File: config.mk
export PLATFORM = sky130hd
export DESIGN_NAME = a2d_share_arb
export DESIGN_NICKNAME = d
export VERILOG_FILES = /design/src/rtl/a2d_share_arb.sv
export SDC_FILE = /design/constraint.sdc
export NUM_CORES = 1
export LEC_CHECK = 0
export ABC_AREA = 1
export CORE_ASPECT_RATIO = 2
export CORE_MARGIN = 2
export CORE_UTILIZATION = 45
export CTS_CLUSTER_DIAMETER = 150
export DETAILED_ROUTE_END_ITERATION = 10
export PLACE_DENSITY = 0.79
export SETUP_SLACK_MARGIN = 0.2
export SYNTH_ARGS = -nofsm -noshare
export SYNTH_HDL_FRONTEND = slang
export SYNTH_SLANG_ARGS = --single-unit
File: constraint.sdc
create_clock -name clk -period 3.6 [get_ports clk]
set_input_delay 0.72 -clock clk [delete_from_list [all_inputs] [get_ports clk]]
set_output_delay 0.72 -clock clk [all_outputs]
set_load 0.02 [all_outputs]
File: src/rtl/a2d_share_arb.sv
// rtl/a2d_share_arb.sv - two-port arbiter sharing one A2D converter
// Port 0 normally wins ties; a starvation count forces port 1 through after STARVE_LIM losses.
module a2d_share_arb #(
  parameter int STARVE_LIM = 4,
  parameter int TMO_CYC    = 4095
) (
  input  logic        clk,
  input  logic        rst_n,
  input  logic        req0_strt,
  input  logic [2:0]  req0_chnnl,
  output logic        req0_cmplt,
  output logic [11:0] req0_res,
  input  logic        req1_strt,
  input  logic [2:0]  req1_chnnl,
  output logic        req1_cmplt,
  output logic [11:0] req1_res,
  output logic        a2d_strt_cnv,
  output logic [2:0]  a2d_chnnl,
  input  logic        a2d_cnv_cmplt,
  input  logic [11:0] a2d_res,
  output logic        busy,
  output logic        ovr_err,
  output logic        tmo_err
);

  localparam logic [2:0]  STARVE_LIM_W = 3'(STARVE_LIM);
  localparam logic [11:0] TMO_CYC_W    = 12'(TMO_CYC);

  typedef enum logic [1:0] {IDLE, LAUNCH, WAIT_CMPLT, RESULT} state_t;

  state_t      state;
  logic        pend0, pend1;
  logic [2:0]  chnl0, chnl1;
  logic        owner;
  logic [2:0]  starve_cnt;
  logic [11:0] timer;
  logic        serv0, serv1, grant1;

  // A port counts as in service only while it holds the converter; a new
  // request during its RESULT cycle is accepted so it can re-queue at once.
  assign serv0  = (state == LAUNCH || state == WAIT_CMPLT) && !owner;
  assign serv1  = (state == LAUNCH || state == WAIT_CMPLT) && owner;
  assign grant1 = pend1 && (!pend0 || starve_cnt >= STARVE_LIM_W);
  assign busy   = (state != IDLE);

  always_ff @(posedge clk or negedge rst_n) begin
    if (!rst_n) begin
      state        <= IDLE;
      pend0        <= 1'b0;
      pend1        <= 1'b0;
      chnl0        <= 3'd0;
      chnl1        <= 3'd0;
      owner        <= 1'b0;
      starve_cnt   <= 3'd0;
      timer        <= 12'd0;
      a2d_chnnl    <= 3'd0;
      a2d_strt_cnv <= 1'b0;
      req0_cmplt   <= 1'b0;
      req1_cmplt   <= 1'b0;
      req0_res     <= 12'd0;
      req1_res     <= 12'd0;
      ovr_err      <= 1'b0;
      tmo_err      <= 1'b0;
    end else begin
      a2d_strt_cnv <= 1'b0;
      req0_cmplt   <= 1'b0;
      req1_cmplt   <= 1'b0;

      if (req0_strt) begin
        if (pend0 || serv0) begin
          ovr_err <= 1'b1;
        end else begin
          pend0 <= 1'b1;
          chnl0 <= req0_chnnl;
        end
      end
      if (req1_strt) begin
        if (pend1 || serv1) begin
          ovr_err <= 1'b1;
        end else begin
          pend1 <= 1'b1;
          chnl1 <= req1_chnnl;
        end
      end

      if (!pend1) starve_cnt <= 3'd0;

      case (state)
        IDLE: begin
          if (pend0 || pend1) begin
            state        <= LAUNCH;
            a2d_strt_cnv <= 1'b1;
            if (grant1) begin
              owner      <= 1'b1;
              a2d_chnnl  <= chnl1;
              pend1      <= 1'b0;
              starve_cnt <= 3'd0;
            end else begin
              owner     <= 1'b0;
              a2d_chnnl <= chnl0;
              pend0     <= 1'b0;
              if (pend1 && starve_cnt != 3'd7) starve_cnt <= starve_cnt + 3'd1;
            end
          end
        end
        LAUNCH: begin
          timer <= 12'd0;
          state <= WAIT_CMPLT;
        end
        WAIT_CMPLT: begin
          // Real data beats the timeout when both land on the same cycle.
          if (a2d_cnv_cmplt) begin
            if (owner) begin
              req1_res   <= a2d_res;
              req1_cmplt <= 1'b1;
            end else begin
              req0_res   <= a2d_res;
              req0_cmplt <= 1'b1;
            end
            state <= RESULT;
          end else if (timer == TMO_CYC_W) begin
            if (owner) begin
              req1_res   <= 12'd0;
              req1_cmplt <= 1'b1;
            end else begin
              req0_res   <= 12'd0;
              req0_cmplt <= 1'b1;
            end
            tmo_err <= 1'b1;
            state   <= RESULT;
          end else begin
            timer <= timer + 12'd1;
          end
        end
        RESULT: begin
          state <= IDLE;
        end
      endcase
    end
  end

endmodule
==> impl_metrics.toml, run 1 <==
[sta]
timing.hold.ws_ps = 466
setup_viol = 0
fin_crit_ps = 2510
relSlewSlack = 0.331
finalHoldViolations = 0
tns_ps = 0
fmax_mhz = 399
worst_slew_pin_slew_ps = 1000
fin_skew_ps = 5.65
setup_ws_ps = 1090
rsz0062_at_grt = "false"
min_period_over_period = 0.697
maxSlewViolCount = 0

[drt]
vias = 2197
route.detailed.drc = 0
wl_per_cell_um = 13.4
wl_um = 6010
dr.pass1.iters = 4
ant_nets = 0
drtIter0Drc = 96
vias_per_cell = 4.90

[clock_network]
post_cts_buffers = 0
cts_resized = 0
cts_root_buf = "clkbuf_16"
clock_path_buffers = 2
cts_hold_buf = 0
cts_tree = "yes"
cts_buffers = 9
cts-htree-levels = 3
path_clk_slew_ps = 50
clock_latency_ps = 330
cts.sinks = 58

[place]
port_buffers = 55
routabilityCongestion = 0.877
hpwlAfterDp_um = 4410
dpl_worst_slack_ps = 1020
placed_cell_area_sq_um = 3430

[setup_path]
arrival_ps = 1790
slowest_delay_ps = 610
crit_buf_inv = 3
cp_common_cell = "inv_1"
path_max_fanout = 5
cpMaxStageDelayCell = "clkdlybuf4s50_1"
startpoint_type = "register"
cp-startpoint = "state[0]$_DFFE_PN0P_"
crit_required_ps = 2880
critical_path_depth = 4
reg2reg_from = "state[0]$_DFFE_PN0P_"
r2r.worst_path.cells = 8
crit_family = "buffers and inverters"
worstPathCellList = "inv_1 -> ha_1 -> inv_1 -> clkdlybuf4s50_1"
path_class = "register to output port"
crit_path_end_kind = "output port"

[worst_hold_path]
min_path_cells = 2
min_path_type = "register to register"
hold_start = "ovr_err$_DFF_PN0_"

[pwr]
intPower_uw = 1910
leakagePower_uw = 0.00169
cellPowerDensity_nw_per_um2 = 810
fin_total_pwr_uw = 3010
p_clk_frac = 0.263
switching_share = 0.365
combPwrFrac = 0.392
power_frac_seq = 0.345
ir_drop_uv = 428
switchingPower_uw = 1100

[die]
dieWidth_um = 60.1
coreArea_sq_um = 6060
dieArea_sq_um = 6980
io_pins = 56
dieHeight_um = 116
start_util = 0.468
row_count = 40

[synthesis]
synth.distinct_cells = 26
yosysWarnings = 0
ys_seq_area_frac = 0.513
synthesis.instances = 299
async_reset_ff_frac = 1.00
avgSynthCellArea_sq_um = 9.47
ys_ff_latch = 58
synth_edf_count = 0
synthesis.area_sq_um = 2830
syn-num-nets = 329
synthFlopType = "dfrtp_1"

[grt]
antenna_found_initial = 0
grt_max_degree = 46
grt_pass1_vias = 2301
gr-usage-all-layers = 0.198
grt_pass1_wl_um = 10100
overflow = 0

[run_status]
outcome = "complete, no violations"

[cells_and_area]
fin_nets = 389
synthToLayoutAreaGrowth_pct = 31.0
final_area_sq_um = 3710
diodes = 0
drive_gt1_frac = 0.195

[flow_run]
cap_viol_max_count = 0
layout by cell type, fill, tap and decap left out, types with 3 or more instances in the layout:
master / instances
nand2_2: 15
clkbuf_8: 3
ha_1: 7
clkbuf_16: 9
nand3_4: 3
inv_1: 25
mux2_2: 6
clkdlybuf4s50_1: 54
nor2_1: 13
nand3_1: 23
xor2_1: 3
dfrtp_1: 58
o21ai_2: 24
o21ai_0: 10
o21ai_1: 6
nand2_1: 83
power by group through the flow:
stage               clock network (uW)  registers, uW  logic [uW]
CTS                                809           1040        1190
global placement                     0           1040        1150
detailed placement                   0           1040        1190
floorplan                            0           1180         601
global route                       843           1060        1280
finish                             792           1040        1180
sequential cells by signal (all words and copies together) (netlist names):
name,cells
starve_cnt,3
req0_cmplt,1
pend0,1
chnl1,3
state,2
req1_cmplt,1
owner,1
req1_res,12
timer,12
tmo_err,1
req0_res,12
ovr_err,1
a2d_strt_cnv,1
chnl0,3
a2d_chnnl,3
pend1,1
area by class of cell:
type	count	area, sq um
Sequential cell	58	1450
Multi-Input combinational cell	209	1220
Timing Repair Buffer	56	553
Fill cell	511	2350
Inverter	25	93.8
Clock buffer	14	274
Tap cell	84	105
Clock inverter	2	10.0
metrics by stage:
stage / util / instances
final: 0.613 / 448
after global routing: 0.613 / 448
after CTS: 0.613 / 448
after detailed placement: 0.566 / 432
after global placement: 0.566 / 432
after floorplan: - / 299
metal layers:
layer,vias to the layer above,wire length [um],share of wire,GRT usage
met5,-,0,0,0
met1,1052,2320,0.39,0.216
met2,41,3290,0.55,0.333
met3,15,155,0.026,0.0443
li1,1089,-,-,-
met4,0,249,0.041,0.130
synthesized netlist by cell type, types with 3 or more instances:
master / n / area, sq um
ha_1: 7 / 87.6
xor2_1: 3 / 26.3
o21ai_2: 24 / 210
inv_1: 25 / 93.8
nand3_4: 3 / 52.6
dfrtp_1: 58 / 1450
mux2_2: 6 / 67.6
nand3_1: 23 / 115
nand2_1: 83 / 312
buf_6: 5 / 56.3
nor2_1: 13 / 48.8
o21ai_1: 6 / 30.0
nand2_2: 15 / 93.8
o21ai_0: 10 / 50.1
worst reg2reg max path: stages, from the launching register on:
cell	delay, ps
dfrtp_1	400
inv_1	120
ha_1	550
inv_1	210
nor2_2	200
nand2_1	130
nand2_1	220
nand3_1	110
o21ai_1	100
logic make-up after synthesis:
group	count (synthesis)	synth area share
xor gates and xnor gates	3	0.00928
DFF	58	0.513
muxes	6	0.0239
and+or+nand+nor	148	0.250
AOI/OAI and AO/OA	45	0.118
buffers and inverters	32	0.0557
adders and majority gates	7	0.0309
worst paths after layout:
path	to	slack [ps]
worst max-delay path	busy	1090
worst min-delay path	ovr_err$_DFF_PN0_	470
worst max register to register	timer[0]$_DFFE_PN0P_	1480
worst min register to register	ovr_err$_DFF_PN0_	470
max in group asynchronous	req1_res[4]$_DFFE_PN0P_	2250
min in group asynchronous	starve_cnt[1]$_DFF_PN0_	570
Note: power is estimated with default switching activity, not from simulation.
==> run 2, diff against run 1 <==
clock period = 2.4 ns   (was 3.6 ns; I/O delays follow)
==> run 2 against run 1 <==
  * Routed wire length fell by 1.4%
  * Sequential cell count did not move
  * Worst setup slack got worse by 660 ps
  * Clock-buffer cell count did not move
  * Global-route usage fell by 0.60 points
  * Core utilization rose by 0.68 points
  * Die area did not move
  * Final cell count rose by 0.45%
  * Largest power group unchanged
==> impl_metrics.toml, run 2 (synthesis gave the netlist of run 1 again) <==
[drt]
route.detailed.drc = 0
vias = 2204
drtIter0Drc = 108
wl_per_cell_um = 13.2
dr.pass1.iters = 4
wl_um = 5930
ant_nets = 0
vias_per_cell = 4.90

[clock_network]
clock_path_buffers = 2
clock_latency_ps = 320
path_clk_slew_ps = 50
cts_hold_buf = 0
cts_root_buf = "clkbuf_16"
cts_buffers = 9
cts-htree-levels = 3
cts_tree = "yes"
cts.sinks = 58

[worst_hold_path]
min_path_type = "input pin to asynchronous set/reset pin"

[place]
hpwlAfterDp_um = 4400
placed_cell_area_sq_um = 3450
port_buffers = 55
routabilityCongestion = 0.818

[cells_and_area]
synthToLayoutAreaGrowth_pct = 32.5
drive_gt1_frac = 0.197
final_area_sq_um = 3750
final_cell_mix = "83 x nand2_1, 58 x dfrtp_1, 53 x clkdlybuf4s50_1"
utilization = 0.619
diodes = 0
final_common_cell = "nand2_1"
reg_top3 = "req0_res: 12 flops, req1_res: 12 flops, timer: 12 flops"
fin_nets = 391

[die]
dieArea_sq_um = 6980
dieWidth_um = 60.1
coreArea_sq_um = 6060
row_count = 40
io_pins = 56
dieHeight_um = 116
start_util = 0.468

[sta]
fin_skew_ps = 5.03
setup_viol = 0
fin_crit_ps = 1970
min_period_over_period = 0.821
rsz0062_at_grt = "false"
fmax_mhz = 508
maxSlewViolCount = 0
finalHoldViolations = 0
tns_ps = 0
worst_slew_pin_slew_ps = 606
relSlewSlack = 0.596

[setup_path]
path_class = "register to output port"
slowest_delay_ps = 390
arrival_ps = 1490
crit_end = "busy"
critical_path_depth = 4
cpMaxStageDelayCell = "dfrtp_1"
startpoint_type = "register"
r2r.worst_path.cells = 8
rr_endpoint = "req1_res[10]$_DFFE_PN0P_"
cp_common_cell = "inv_1"
crit_family = "buffers and inverters"
crit_required_ps = 1920
cp-startpoint = "state[0]$_DFFE_PN0P_"
reg2reg_from = "timer[0]$_DFFE_PN0P_"
worstPathCellList = "inv_1 -> ha_1 -> inv_1 -> dlygate4sd2_1"
crit_buf_inv = 3
r2r_slack_ps = 510
path_max_fanout = 5
crit_path_end_kind = "output port"

[flow_run]
cap_viol_max_count = 0

[grt]
grt_pass1_vias = 2215
gr-usage-all-layers = 0.192
grt_max_degree = 35
grt_pass1_wl_um = 9780
antenna_found_initial = 0
overflow = 0

[run_status]
outcome = "complete, no violations"

[pwr]
cellPowerDensity_nw_per_um2 = 1220
ir_drop_uv = 686
leakagePower_uw = 0.00170
-- run 2: worst min-delay path by stage --
stage | endpoint | slack (ps) | cells after the start
finish | timer[2]$_DFFE_PN0P_ | 160 | 1
detailed placement | ovr_err$_DFF_PN0_ | 450 | 2
global route | timer[2]$_DFFE_PN0P_ | 200 | 1
floorplan | a2d_chnnl[0]$_DFFE_PN0P_ | 180 | 0
CTS | timer[2]$_DFFE_PN0P_ | 180 | 1
global placement | ovr_err$_DFF_PN0_ | 450 | 2
-- run 2: area by class of cell --
class / count / area [sq um]
Fill cell: 524 / 2300
Multi-Input combinational cell: 209 / 1220
Sequential cell: 58 / 1450
Inverter: 25 / 93.8
Tap cell: 84 / 105
Clock buffer: 14 / 264
Clock inverter: 2 / 35.0
Timing Repair Buffer: 58 / 579
-- run 2: timing repair --
item / 4_1_cts / 5_1_grt
resized for setup: 1 / 0
endpoints found under the setup margin: 1 / 0
setup buffers: 0 / 0
-- run 2: worst register-to-register path, cell delays in order, from the launching register on --
cell and delay, ps:
dfrtp_1 410, ha_1 210, nand2_2 90, nor2_4 210
nand3_4 140, nand2_4 110, nand3_4 310, nand2_1 210
o21ai_2 70
-- run 2: metal layers --
metal,GRT usage,routed length [um],share of wire,vias to the layer above
met5,0,0,0,-
met4,0.120,181,0.031,0
met3,0.0520,230,0.039,13
met2,0.333,3380,0.57,49
met1,0.196,2140,0.36,1049
li1,-,-,-,1093
-- run 2: where the power goes --
| group | switching (uW) | internal [uW] |
|---|---|---|
| clock | 397 | 856 |
| sequential | 230 | 1310 |
| combinational | 1000 | 774 |
| total | 1630 | 2940 |
-- run 2: stage by stage --
step	instances	worst slack (ps)	hold slack, ps	total power, uW
after global routing	450	359	202	4870
after CTS	450	414	184	4630
after floorplan	299	903	184	2670
after global placement	434	507	451	3320
after detailed placement	434	485	453	3350
final	450	430	164	4580
